File: src/rtl/pipe_pkg.sv
// Shared pipeline definitions: NOP encoding, stage occupancy states and the
// control-bundle field layout that decode and execute must slice identically.
package pipe_pkg;

    localparam logic [31:0] NOP_INSN = 32'h0000_0013;  // addi x0, x0, 0

    typedef enum logic [1:0] {
        StEmpty = 2'd0,
        StOne   = 2'd1,
        StFull  = 2'd2
    } stage_state_e;

    localparam int unsigned CTRL_ALU_OP_LSB  = 0;
    localparam int unsigned CTRL_ALU_OP_W    = 5;
    localparam int unsigned CTRL_BJ_INST_LSB = 5;
    localparam int unsigned CTRL_BJ_INST_W   = 4;
    localparam int unsigned CTRL_WB_SEL_LSB  = 9;
    localparam int unsigned CTRL_WB_SEL_W    = 2;
    localparam int unsigned CTRL_WIDTH_LSB   = 11;
    localparam int unsigned CTRL_WIDTH_W     = 3;
    localparam int unsigned CTRL_EN_LSB      = 14;
    localparam int unsigned CTRL_EN_W        = 10;
    localparam int unsigned CTRL_BUNDLE_W    = CTRL_EN_LSB + CTRL_EN_W;

endpackage

File: src/rtl/sat_counter.sv
// Saturating up-counter with synchronous active-low reset.
module sat_counter #(
    parameter int unsigned WIDTH = 16
) (
    input  logic             clk,
    input  logic             rst_n,
    input  logic             inc_i,
    output logic [WIDTH-1:0] count_o
);

    logic [WIDTH-1:0] count_q, count_d;

    always_comb begin
        count_d = count_q;
        if (inc_i && (count_q != '1)) begin
            count_d = count_q + WIDTH'(1);
        end
    end

    always_ff @(posedge clk) begin
        if (!rst_n) begin
            count_q <= '0;
        end else begin
            count_q <= count_d;
        end
    end

    assign count_o = count_q;

endmodule

File: src/rtl/id_ex_skid_stage.sv
// ID->EX pipeline stage with valid/ready handshake and a 2-entry skid buffer;
// supports hazard bubbles, branch flushes and saturating perf counters.
module id_ex_skid_stage
    import pipe_pkg::*;
#(
    parameter int unsigned       CTRL_W   = 24,
    parameter int unsigned       DATA_W   = 160,
    parameter int unsigned       INSN_W   = 32,
    parameter logic [INSN_W-1:0] NOP_INSN = pipe_pkg::NOP_INSN,
    parameter int unsigned       CNT_W    = 16
) (
    input  logic              clk,
    input  logic              rst_n,
    input  logic              in_valid_i,
    output logic              in_ready_o,
    input  logic [CTRL_W-1:0] in_ctrl_i,
    input  logic [DATA_W-1:0] in_data_i,
    input  logic [INSN_W-1:0] in_insn_i,
    input  logic              hazard_i,
    input  logic              flush_i,
    output logic              out_valid_o,
    input  logic              out_ready_i,
    output logic [CTRL_W-1:0] out_ctrl_o,
    output logic [DATA_W-1:0] out_data_o,
    output logic [INSN_W-1:0] out_insn_o,
    output logic [CNT_W-1:0]  bubble_cnt_o,
    output logic [CNT_W-1:0]  flush_cnt_o
);

    stage_state_e      state_q, state_d;
    logic [CTRL_W-1:0] main_ctrl_q, main_ctrl_d, skid_ctrl_q, skid_ctrl_d;
    logic [DATA_W-1:0] main_data_q, main_data_d, skid_data_q, skid_data_d;
    logic [INSN_W-1:0] main_insn_q, main_insn_d, skid_insn_q, skid_insn_d;
    logic              accept, fire;

    assign in_ready_o  = (state_q != StFull) & ~hazard_i & ~flush_i;
    assign out_valid_o = (state_q != StEmpty);
    assign accept      = in_valid_i & in_ready_o;
    assign fire        = out_valid_o & out_ready_i;

    always_comb begin
        state_d     = state_q;
        main_ctrl_d = main_ctrl_q;
        main_data_d = main_data_q;
        main_insn_d = main_insn_q;
        skid_ctrl_d = skid_ctrl_q;
        skid_data_d = skid_data_q;
        skid_insn_d = skid_insn_q;
        // The head still fires this cycle; only what follows is killed.
        if (flush_i) begin
            state_d     = StEmpty;
            main_ctrl_d = '0;
            main_data_d = '0;
            main_insn_d = NOP_INSN;
            skid_ctrl_d = '0;
            skid_data_d = '0;
            skid_insn_d = NOP_INSN;
        end else begin
            unique case (state_q)
                StEmpty: begin
                    if (accept) begin
                        state_d     = StOne;
                        main_ctrl_d = in_ctrl_i;
                        main_data_d = in_data_i;
                        main_insn_d = in_insn_i;
                    end
                end
                StOne: begin
                    if (accept && fire) begin
                        main_ctrl_d = in_ctrl_i;
                        main_data_d = in_data_i;
                        main_insn_d = in_insn_i;
                    end else if (accept) begin
                        state_d     = StFull;
                        skid_ctrl_d = in_ctrl_i;
                        skid_data_d = in_data_i;
                        skid_insn_d = in_insn_i;
                    end else if (fire) begin
                        state_d     = StEmpty;
                        main_ctrl_d = '0;
                        main_data_d = '0;
                        main_insn_d = NOP_INSN;
                    end
                end
                StFull: begin
                    if (fire) begin
                        state_d     = StOne;
                        main_ctrl_d = skid_ctrl_q;
                        main_data_d = skid_data_q;
                        main_insn_d = skid_insn_q;
                        skid_ctrl_d = '0;
                        skid_data_d = '0;
                        skid_insn_d = NOP_INSN;
                    end
                end
                default: state_d = StEmpty;
            endcase
        end
    end

    always_ff @(posedge clk) begin
        if (!rst_n) begin
            state_q     <= StEmpty;
            main_ctrl_q <= '0;
            main_data_q <= '0;
            main_insn_q <= NOP_INSN;
            skid_ctrl_q <= '0;
            skid_data_q <= '0;
            skid_insn_q <= NOP_INSN;
        end else begin
            state_q     <= state_d;
            main_ctrl_q <= main_ctrl_d;
            main_data_q <= main_data_d;
            main_insn_q <= main_insn_d;
            skid_ctrl_q <= skid_ctrl_d;
            skid_data_q <= skid_data_d;
            skid_insn_q <= skid_insn_d;
        end
    end

    assign out_ctrl_o = main_ctrl_q;
    assign out_data_o = main_data_q;
    assign out_insn_o = main_insn_q;

    sat_counter #(
        .WIDTH(CNT_W)
    ) u_bubble_cnt (
        .clk    (clk),
        .rst_n  (rst_n),
        .inc_i  (hazard_i & in_valid_i & ~flush_i),
        .count_o(bubble_cnt_o)
    );

    sat_counter #(
        .WIDTH(CNT_W)
    ) u_flush_cnt (
        .clk    (clk),
        .rst_n  (rst_n),
        .inc_i  (flush_i & (state_q != StEmpty)),
        .count_o(flush_cnt_o)
    );

endmodule

File: config.mk
export PLATFORM = sky130hd
export DESIGN_NAME = id_ex_skid_stage
export DESIGN_NICKNAME = d
export VERILOG_FILES = /design/src/rtl/pipe_pkg.sv /design/src/rtl/sat_counter.sv /design/src/rtl/id_ex_skid_stage.sv
export SDC_FILE = /design/constraint.sdc
export NUM_CORES = 1
export LEC_CHECK = 0
export CAP_MARGIN = 40
export CORE_MARGIN = 1
export CORE_UTILIZATION = 50
export DETAILED_ROUTE_END_ITERATION = 7
export GPL_TIMING_DRIVEN = 0
export MAX_ROUTING_LAYER = met4
export PLACE_DENSITY_LB_ADDON = 0.3
export SYNTH_ARGS = -nofsm -noshare
export SYNTH_HDL_FRONTEND = slang
export SYNTH_SLANG_ARGS = --single-unit
File: constraint.sdc
create_clock -name clk -period 4.4 [get_ports clk]
set_clock_uncertainty 0.2 [all_clocks]
set_input_delay 0.88 -clock clk [delete_from_list [all_inputs] [get_ports clk]]
set_output_delay 0.88 -clock clk [all_outputs]
set_load 0.01 [all_outputs]
==> results.yml <==
cts:
  cts_setup_buffers: 0
  cts_max_level: 2
  clock_sinks: 466
  ctsHoldBuffers: 0
  cts.clk_slew.worst_paths_ps: 60
  cts_buffers: 49
  cts_tree: "yes"
  clk_latency_ps: 590
  cts_resized: 0
  cts_buffer_depth: 3
  root_buffer: "clkbuf_16"
yosys:
  synth_flop_cell: "dfxtp_1"
  syn-num-nets: 2471
  yosys_warnings: 0
  syn_area_sq_mm: 0.0199
  synth_top_area_share_pct: 47.0
  synth_cell_types: 47
  yosysTopAreaCell: "dfxtp_1"
  async_flop_share_pct: 0
  ys_ff_latch: 466
  synth_area_leaders: "dfxtp_1 (47%), a21oi_1 (11%), o31ai_1 (8.5%)"
  avgSynthCellArea_sq_um: 8.86
  synth_sequential_area_ratio_pct: 47.0
  postSynthCellCount: 2242
  synth_edf_count: 0
route:
  drt-vias-per-instance: 6.32
  drt_iter0_markers: 1873
  routed-via-count: 21092
  routedWlPerCell_um: 21.4
  ant_nets: 0
  first_pass_iters: 6
  wl_um: 71500
  drc: 0
run:
  drv_cap: 0
floorplan:
  start_util_pct: 51.0
  rows: 72
  pin_count: 472
  die_w_um: 201
  core-area_sq_mm: 0.0389
  die-area_sq_mm: 0.0405
  die_h_um: 201
power_and_ir_drop:
  leakagePower_uw: 0.00943
  p_sw_share_pct: 26.1
  peakVddDrop_uv: 326
  internal_power_uw: 7400
  p_sw_uw: 2610
  powerDensity_mw_per_mm2: 372
  power.share.clock_pct: 41.3
  combPwrFrac_pct: 14.3
  power_frac_seq_pct: 44.3
timing:
  fin_crit_sh_pct: 89.1
  tightestPinTransition_ps: 911
  rsz0062_at_grt: "false"
  period_needed_ps: 3920
  slew_headroom_pct: 39.3
  setup_violations: 0
  timing.fmax_ghz: 0.255
  slew_violations: 0
  hold_viol: 0
  hold-worst-slack_ps: 261
cells_and_area:
  n_fill_cell: 3064
  nets: 3000
  drive_above_1_share_pct: 5.31
  areaGrowthSynthToFinish_pct: 35.5
  fin_cells: 3339
  utilization_pct: 69.2
global_routing:
  grt_pass1_wl_um: 110000
  grt_usage_pct: 34.6
  grt_pass1_vias: 20064
  gr-usage-met3_pct: 7.27
  grt_max_degree: 14
  antenna_found_initial: 10
  met2_usage_pct: 54.6
  top_usage_layer: "met2"
  grt_overflow_total: 0
  gr-usage-met1_pct: 41.8
setup_path:
  cp_slowest_stage_delay_ps: 650
  reg2reg_depth: 9
  crit_path_max_fanout: 10
  end_kind: "register"
  path_class: "primary input to register"
  critPathArrivalTime_ps: 4220
  cp-start-kind: "primary input"
  slowest_stage: "clkdlybuf4s50_1"
  crit_required_ps: 4700
  cp_cell_sequence: "clkdlybuf4s50_1, or4b_1, buf_2, nor4_4, clkbuf_1, buf_2, nand3b_1, a21oi_1"
  path_common_cell: "buf_2"
placement:
  place_inst: 3238
  globalplace.congestion: 0.920
  numPortBuffers: 471
  hpwlAfterDp_um: 50500
worst_hold_path:
  holdPathStages: 2
  min_path_type: "register to register"
status:
  run_status: "completed"
## cell usage in the layout, fill, tap and decap left out, drive strengths merged, types with 4 or more instances in the layout
master	count
a31oi	4
nand3	223
nand3b	213
nor4	5
clkbuf	262
nor3	11
clkdlybuf4s50	471
diode	14
o21ai	13
ha	7
buf	82
nand2	31
nor3b	4
nand4	9
nor2	6
o31ai	225
a21oi	447
mux2i	15
inv	11
and3	6
clkinv	14
dfxtp	466
or4	11
or3	4
a22oi	213
a2bb2oi	4
nand2b	14
## power by group through the flow
stage	Sequential [uW]	Combinational, uW	Clock (uW)
6_report	4440	1430	4140
3_3_place_gp	4520	1380	0
5_1_grt	4450	1520	4330
2_1_floorplan	4570	608	0
3_5_place_dp	4520	1400	0
4_1_cts	4430	1410	4160
## worst max-delay path, delay by kind of cell
| family | cells | cell delay (ps) |
|---|---|---|
| buffers and inverters | 4 | 1860 |
| AO/OA/AOI/OAI | 1 | 170 |
| AND/OR/NAND/NOR | 3 | 1300 |
## cells by family after synthesis
kind of cell,Yosys count,share of synthesized area (%)
AOI/OAI and AO/OA,921,29.1
and+or+nand+nor,551,17.0
DFF,466,47.0
buffers and inverters,282,5.70
muxes,15,0.756
adders and majority gates,7,0.441
## flip-flops by register name, summed over array words and instances (netlist names)
signal / cells
out_ctrl_o: 24
out_data_o: 160
out_insn_o: 32
skid_ctrl_q: 24
skid_data_q: 160
skid_insn_q: 32
state_q: 2
u_bubble_cnt.count_o: 16
u_flush_cnt.count_o: 16
## per-layer routing
| metal | wire length [um] | part of all wire [%] |
|---|---|---|
| met5 | 0 | 0 |
| met4 | 3210 | 4.5 |
| met3 | 6660 | 9.3 |
| met2 | 33700 | 47 |
| met1 | 28000 | 39 |
## layout make-up
| class | count | area [sq um] | share of cell area (%) |
|---|---|---|---|
| Tap cell | 518 | 648 | 2.41 |
| Timing Repair Buffer | 478 | 4790 | 17.8 |
| Clock buffer | 67 | 1390 | 5.18 |
| Sequential cell | 466 | 9330 | 34.7 |
| Multi-Input combinational cell | 1494 | 9400 | 34.9 |
| Antenna cell | 14 | 35.0 | 0.130 |
| Buffer | 271 | 1090 | 4.05 |
| Clock inverter | 20 | 193 | 0.716 |
| Inverter | 11 | 41.3 | 0.153 |
## synth_stat cells, types with 3 or more instances
cell type and n:
dfxtp_1 466, a21oi_1 447, o31ai_1 224, nand3_1 223
a22oi_1 213, nand3b_1 213, clkbuf_1 195, buf_2 59
nand2_1 31, buf_1 17, mux2i_1 15, nand2b_1 14
o21ai_0 13, nor3_1 11, or4_1 11, inv_1 10
nand4_1 9, ha_1 7, and3_1 6, nor2_1 6
a2bb2oi_1 4, a31oi_1 4, nor3b_1 4, nor4_1 4
or3_1 4, o22ai_1 3
## per-stage QoR
step	instance area (sq um)	worst slack [ps]	total power [uW]	TNS [ps]
floorplan	19900	1470	5180	0
global placement	25200	-94.6	5900	-2960
detailed placement	25300	-22.6	5930	-64.3
CTS	26900	543	10000	0
global route	26900	363	10300	0
finish	26900	481	10000	0
## worst paths after layout
check                     end             start  slack (ps)
min          skid_data_q[100]  skid_data_q[100]         260
max           skid_data_q[92]           flush_i         480
min reg2reg  skid_data_q[100]  skid_data_q[100]         260
max reg2reg   skid_data_q[92]        state_q[0]         700
No activity file was read; power rests on OpenSTA's default activity.
